--- src/rtl/lc3_fetch_stage.sv ---
`default_nettype none
// lc3_fetch_stage - LC3 fetch: PC, one-outstanding imem reads, PC/instr FIFO toward decode.
// Rev 1.0. Optional counters perf_fetched/perf_redirects under LC3_FETCH_PERF_EN.
module lc3_fetch_stage #(
   parameter logic [15:0] PC_RESET   = 16'h3000,
   parameter int          FIFO_DEPTH = 2
) (
   input  logic        clock,
   input  logic        reset_n,
   output logic        imem_req,
   output logic [15:0] imem_addr,
   input  logic        imem_gnt,
   input  logic        imem_rvalid,
   input  logic [15:0] imem_rdata,
   input  logic        br_taken,
   input  logic [15:0] taddr,
   output logic        dec_valid,
   input  logic        dec_ready,
   output logic [15:0] dec_instr,
   output logic [15:0] dec_pc,
   output logic [15:0] dec_npc
`ifdef LC3_FETCH_PERF_EN
   ,
   output logic [15:0] perf_fetched,
   output logic [15:0] perf_redirects
`endif
);

   localparam int PTR_W = $clog2(FIFO_DEPTH);
   localparam int CNT_W = PTR_W + 1;

   typedef enum logic [1:0] {
      S_REQ  = 2'd0,
      S_WAIT = 2'd1,
      S_HOLD = 2'd2,
      S_DROP = 2'd3
   } state_t;

   state_t             state, state_nxt;
   logic [15:0]        pc, pc_nxt;
   logic               withdraw;

   logic [15:0]        fifo_instr [FIFO_DEPTH];
   logic [15:0]        fifo_pc    [FIFO_DEPTH];
   logic [15:0]        fifo_npc   [FIFO_DEPTH];
   logic [PTR_W-1:0]   wr_ptr, rd_ptr;
   logic [CNT_W-1:0]   count, count_after;

   logic               accept, push, pop, has_room;

   assign accept      = imem_req & imem_gnt;
   assign push        = (state == S_WAIT) & imem_rvalid & ~br_taken;
   assign pop         = dec_valid & dec_ready & ~br_taken;
   assign count_after = count + CNT_W'(push) - CNT_W'(pop);
   assign has_room    = count_after < CNT_W'(FIFO_DEPTH);

   // A redirect in REQ without a grant drops the request for one cycle so the
   // address never changes underneath an asserted request.
   assign imem_req  = (state == S_REQ) & ~withdraw & reset_n;
   assign imem_addr = pc;

   assign dec_valid = (count != '0);
   assign dec_instr = fifo_instr[rd_ptr];
   assign dec_pc    = fifo_pc[rd_ptr];
   assign dec_npc   = fifo_npc[rd_ptr];

   always_ff @(posedge clock or negedge reset_n) begin
      if (!reset_n) begin
         state    <= S_REQ;
         pc       <= PC_RESET;
         withdraw <= 1'b0;
      end else begin
         state    <= state_nxt;
         pc       <= pc_nxt;
         withdraw <= br_taken & (state == S_REQ) & ~accept;
      end
   end

   always_comb begin
      state_nxt = state;
      pc_nxt    = pc;
      case (state)
         S_REQ: begin
            if (br_taken)
               state_nxt = accept ? S_DROP : S_REQ;
            else if (accept)
               state_nxt = S_WAIT;
         end
         S_WAIT: begin
            if (imem_rvalid) begin
               if (br_taken) begin
                  state_nxt = S_REQ;
               end else begin
                  pc_nxt    = pc + 16'd1;
                  state_nxt = has_room ? S_REQ : S_HOLD;
               end
            end else if (br_taken) begin
               state_nxt = S_DROP;
            end
         end
         S_HOLD: begin
            if (br_taken || has_room)
               state_nxt = S_REQ;
         end
         S_DROP: begin
            if (imem_rvalid)
               state_nxt = S_REQ;
         end
         default: state_nxt = S_REQ;
      endcase
      if (br_taken)
         pc_nxt = taddr;
   end

   // A redirect empties the buffer and overrides any push/pop in the same cycle.
   always_ff @(posedge clock or negedge reset_n) begin
      if (!reset_n) begin
         wr_ptr <= '0;
         rd_ptr <= '0;
         count  <= '0;
         for (int i = 0; i < FIFO_DEPTH; i++) begin
            fifo_instr[i] <= '0;
            fifo_pc[i]    <= '0;
            fifo_npc[i]   <= '0;
         end
      end else if (br_taken) begin
         wr_ptr <= '0;
         rd_ptr <= '0;
         count  <= '0;
      end else begin
         if (push) begin
            fifo_instr[wr_ptr] <= imem_rdata;
            fifo_pc[wr_ptr]    <= pc;
            fifo_npc[wr_ptr]   <= pc + 16'd1;
            wr_ptr             <= wr_ptr + PTR_W'(1);
         end
         if (pop)
            rd_ptr <= rd_ptr + PTR_W'(1);
         count <= count_after;
      end
   end

`ifdef LC3_FETCH_PERF_EN
   always_ff @(posedge clock or negedge reset_n) begin
      if (!reset_n) begin
         perf_fetched   <= '0;
         perf_redirects <= '0;
      end else begin
         if (push && perf_fetched != 16'hFFFF)
            perf_fetched <= perf_fetched + 16'd1;
         if (br_taken && perf_redirects != 16'hFFFF)
            perf_redirects <= perf_redirects + 16'd1;
      end
   end
`endif

endmodule
`default_nettype wire

--- config.mk ---
export PLATFORM = sky130hd
export DESIGN_NAME = lc3_fetch_stage
export DESIGN_NICKNAME = d
export VERILOG_FILES = /design/src/rtl/lc3_fetch_stage.sv
export SDC_FILE = /design/constraint.sdc
export NUM_CORES = 1
export LEC_CHECK = 0
export CAP_MARGIN = 20
export CORE_MARGIN = 2
export CORE_UTILIZATION = 36
export CTS_CLUSTER_DIAMETER = 60
export DETAILED_ROUTE_END_ITERATION = 7
export HOLD_SLACK_MARGIN = 0.06
export SLEW_MARGIN = 5
export SYNTH_ARGS = -nofsm -noshare
export SYNTH_HDL_FRONTEND = slang
export SYNTH_SLANG_ARGS = --single-unit
--- constraint.sdc ---
create_clock -name clock -period 1.9 [get_ports clock]
set_input_delay 0.38 -clock clock [delete_from_list [all_inputs] [get_ports clock]]
set_output_delay 0.38 -clock clock [all_outputs]
set_load 0.05 [all_outputs]
==> results.py <==
metrics = {
    "layout": {
        "area.growth.synth_to_final_pct": 46.9,
        "fin_util_pct": 54.3,
        "diodes": 0,
        "drive_above_1_share_pct": 32.8,
        "layout.nets": 773,
        "design_area_um2": 8260,
    },
    "power": {
        "leakagePower_nw": 3.90,
        "switching_power_mw": 4.84,
        "p_comb_share_pct": 45.3,
        "power_mw": 12.6,
        "pwr-share-clk_pct": 25.1,
        "seqPwrFrac_pct": 29.6,
        "swShare_pct": 38.5,
        "ir_drop_mv": 0.683,
        "power_density_nw_per_um2": 1520,
        "power.internal_mw": 7.74,
    },
    "die": {
        "rows": 45,
        "core_um2": 15200,
        "initial_core_util_pct": 37.0,
        "io-pin-count": 104,
        "fp.dieH_um": 129,
        "die_area_um2": 16600,
        "die_w_um": 129,
    },
    "synthesis": {
        "ys_async_sr_fraction_pct": 100,
        "synth_area_leaders": "dfrtp_1 52%, nand2_1 15%, mux2_2 11%, o21ai_0 3.9%, xnor2_1 3.6%",
        "netlist_instances": 589,
        "seq_area_frac_synth_pct": 53.0,
        "yosys.area.top_type": "dfrtp_1",
        "netlist_area_um2": 5620,
        "ys_warn_count": 0,
        "synthDominantCellAreaShare_pct": 52.1,
        "ys_types": 49,
        "synth-edff-count": 0,
        "ys_ff_latch": 119,
        "synthFlopType": "dfrtp_1",
        "synth_nets": 630,
        "syn_area_per_cell_um2": 9.54,
    },
    "sta": {
        "rsz0062_at_grt": "yes",
        "setup_ws_ns": -0.250,
        "setup_viol": 49,
        "relSlewSlack_pct": 56.6,
        "worstMarginPinSlew_ns": 0.651,
        "fin_skew_ns": 0.00552,
        "slew_viol_final": 0,
        "hold_viol_final": 0,
        "finalCritPeriodShare_pct": 113,
        "period_needed_ns": 2.15,
        "fmax_ghz": 0.465,
    },
    "placement": {
        "placed_area_um2": 7060,
        "gp_congestion": 0.827,
        "dpl.hpwl_mm": 10.2,
        "port_buffers": 103,
    },
    "global_routing": {
        "grt_pass1_vias": 4834,
        "grt_max_degree": 120,
        "grt-ovfl-total": 0,
        "grt_use_total_pct": 20.2,
        "grt_pass1_wl_mm": 25.4,
        "antenna_found_initial": 0,
    },
    "drt": {
        "wl_per_cell_um": 17.1,
        "drt_iter0_markers": 212,
        "dr.pass1.iters": 4,
        "num_vias": 4572,
        "wl_mm": 15.9,
        "vias_per_cell": 4.91,
        "ant_nets": 0,
        "route.detailed.drc": 0,
    },
    "worst_setup_path": {
        "path_buf_inv": 1,
        "critPathLaunch": "count[1]$_DFF_PN0_",
        "crit_slowest_cell": "dfrtp_1",
        "path_max_fanout": 2,
        "path_class": "flip-flop to flip-flop",
        "worstPathCellList": "or2_4 > nand2_4 > nor2_2 > ha_1 > inv_2 > ha_4 > xnor2_4 > xnor2_2 > a31o_2 > a221o_1",
        "rr_startpoint": "count[1]$_DFF_PN0_",
        "cp-end-kind": "flip-flop",
        "cp.required_ns": 2.19,
        "crit_family": "compound AO/OA/AOI/OAI gates",
        "start_kind": "flip-flop",
        "arrival_ns": 2.44,
        "max_stage_delay_ns": 0.39,
    },
    "clock_tree": {
        "cts_tree": "built",
        "clockRootBuffer": "clkbuf_16",
        "clk_path_buf_depth": 2,
        "path_clk_slew_ns": 0.05,
        "cts_sinks": 119,
        "cts_max_level": 4,
        "numCtsBuffers": 17,
        "cts_hold_buf": 0,
        "clkLatencyLatePin_ns": 0.41,
    },
    "run_status": {
        "status": "finished, violations left",
        "failed_checks": "negative setup slack",
    },
    "job": {
        "drv_cap": 0,
    },
    "min_path": {
        "hp-class": "input pin to asynchronous set/reset pin",
    },
}
[worst paths after layout]
kind	to	depth (start not counted)	slack, ns
worst max register to register	state[1]$_DFFE_PN0P_	10	-0.25
max in group asynchronous	rd_ptr$_DFFE_PN0P_	2	1.32
worst min register to register	fifo_pc[16]$_DFFE_PN0P_	2	0.47
worst min-delay path	withdraw$_DFF_PN0_	2	0.07
worst max-delay path	state[1]$_DFFE_PN0P_	10	-0.25
min in group clock	fifo_pc[16]$_DFFE_PN0P_	2	0.47
[cell usage after synthesis, types with 2 or more instances]
master,count
nor4_1,7
o21ai_0,44
inv_1,5
nor2_1,13
clkbuf_1,21
nand2_1,218
buf_1,6
or4_1,2
mux2_2,56
nand4_1,4
clkbuf_2,2
a31oi_1,3
nor3_1,7
nand3_1,7
dfrtp_1,117
or3_1,2
dfstp_2,2
ha_1,3
buf_2,9
buf_4,5
nand2b_1,2
xor2_1,5
xnor2_1,23
[power groups by stage]
| stage | logic (mW) | registers, mW | clock network [mW] |
|---|---|---|---|
| 2_1_floorplan | 3.34 | 3.75 | 0 |
| 3_3_place_gp | 4.84 | 3.70 | 0 |
| 3_5_place_dp | 4.90 | 3.75 | 0 |
| 4_1_cts | 5.64 | 3.72 | 3.22 |
| 5_1_grt | 6.02 | 3.83 | 3.35 |
| 6_report | 5.70 | 3.72 | 3.16 |
[routing by layer]
layer  global-route usage [%]  share of wire (%)  vias up
met3                     4.82                3.6       15
met2                     32.3                 49       92
met5                        0                  0        -
met4                     6.91                1.1        0
li1                         -                  -     2231
met1                     27.2                 47     2234
[stage by stage]
stage	TNS (ns)	hold WS [ns]	cells	setup WS, ns
2_1_floorplan	-0.365	0.0844	589	-0.257
3_3_place_gp	-17.29	0.451	885	-0.577
3_5_place_dp	-21.46	0.459	885	-0.658
4_1_cts	-7.01	0.112	931	-0.260
5_1_grt	-7.41	0.0858	931	-0.329
6_report	-5.35	0.0716	931	-0.250
[registers in the layout, indices dropped and copies added (netlist names)]
| register | flops |
|---|---|
| fifo_instr | 32 |
| fifo_npc | 32 |
| fifo_pc | 32 |
| imem_addr | 16 |
| count | 2 |
| state | 2 |
| rd_ptr | 1 |
| withdraw | 1 |
| wr_ptr | 1 |
[layout make-up]
class,count,area [um^2]
fill,1330,6950
multi-input combinational,422,2590
clock inverter,3,65.1
clock buffer,27,513
inverter,5,18.8
sequential,119,2990
timing repair buffer,167,1840
tap,188,235
[kinds of logic after synthesis]
group	after synthesis	synth area share (%)
AOI/OAI and AO/OA	57	5.70
xor gates and xnor gates	28	4.36
adders and majority gates	3	0.668
buffers and inverters	48	3.78
DFF	119	53.0
muxes	57	11.4
and+or+nand+nor	277	21.1
[cell usage in the layout, fill, tap and decap left out, types with 2 or more instances in the layout]
| cell | instances |
|---|---|
| ha_1 | 2 |
| or4_1 | 2 |
| clkbuf_1 | 5 |
| buf_12 | 14 |
| o21ai_0 | 44 |
| nand3_1 | 6 |
| nand2b_1 | 2 |
| or3_4 | 2 |
| dfrtp_2 | 11 |
| clkbuf_8 | 5 |
| nor2_1 | 12 |
| clkdlybuf4s50_1 | 36 |
| mux2_2 | 39 |
| xor2_1 | 5 |
| nand4_1 | 4 |
| nor3_1 | 6 |
| nor4_2 | 3 |
| buf_16 | 4 |
| dfstp_2 | 2 |
| dfrtp_1 | 106 |
| buf_4 | 61 |
| bufinv_16 | 2 |
| nor4_1 | 5 |
| xnor2_1 | 21 |
| clkbuf_16 | 17 |
| buf_6 | 39 |
| nand3_2 | 2 |
| nand2_1 | 216 |
| inv_1 | 4 |
| mux2_4 | 17 |
| a31oi_1 | 3 |
| buf_8 | 13 |
[what timing repair did]
item | CTS | global route
setup endpoints to repair | 50 | 78
pin swaps | 2 | 3
setup buffers | 10 | 4
gates cloned | 6 | 0
resized for setup | 76 | 28
(Power assumes the default switching activity.)
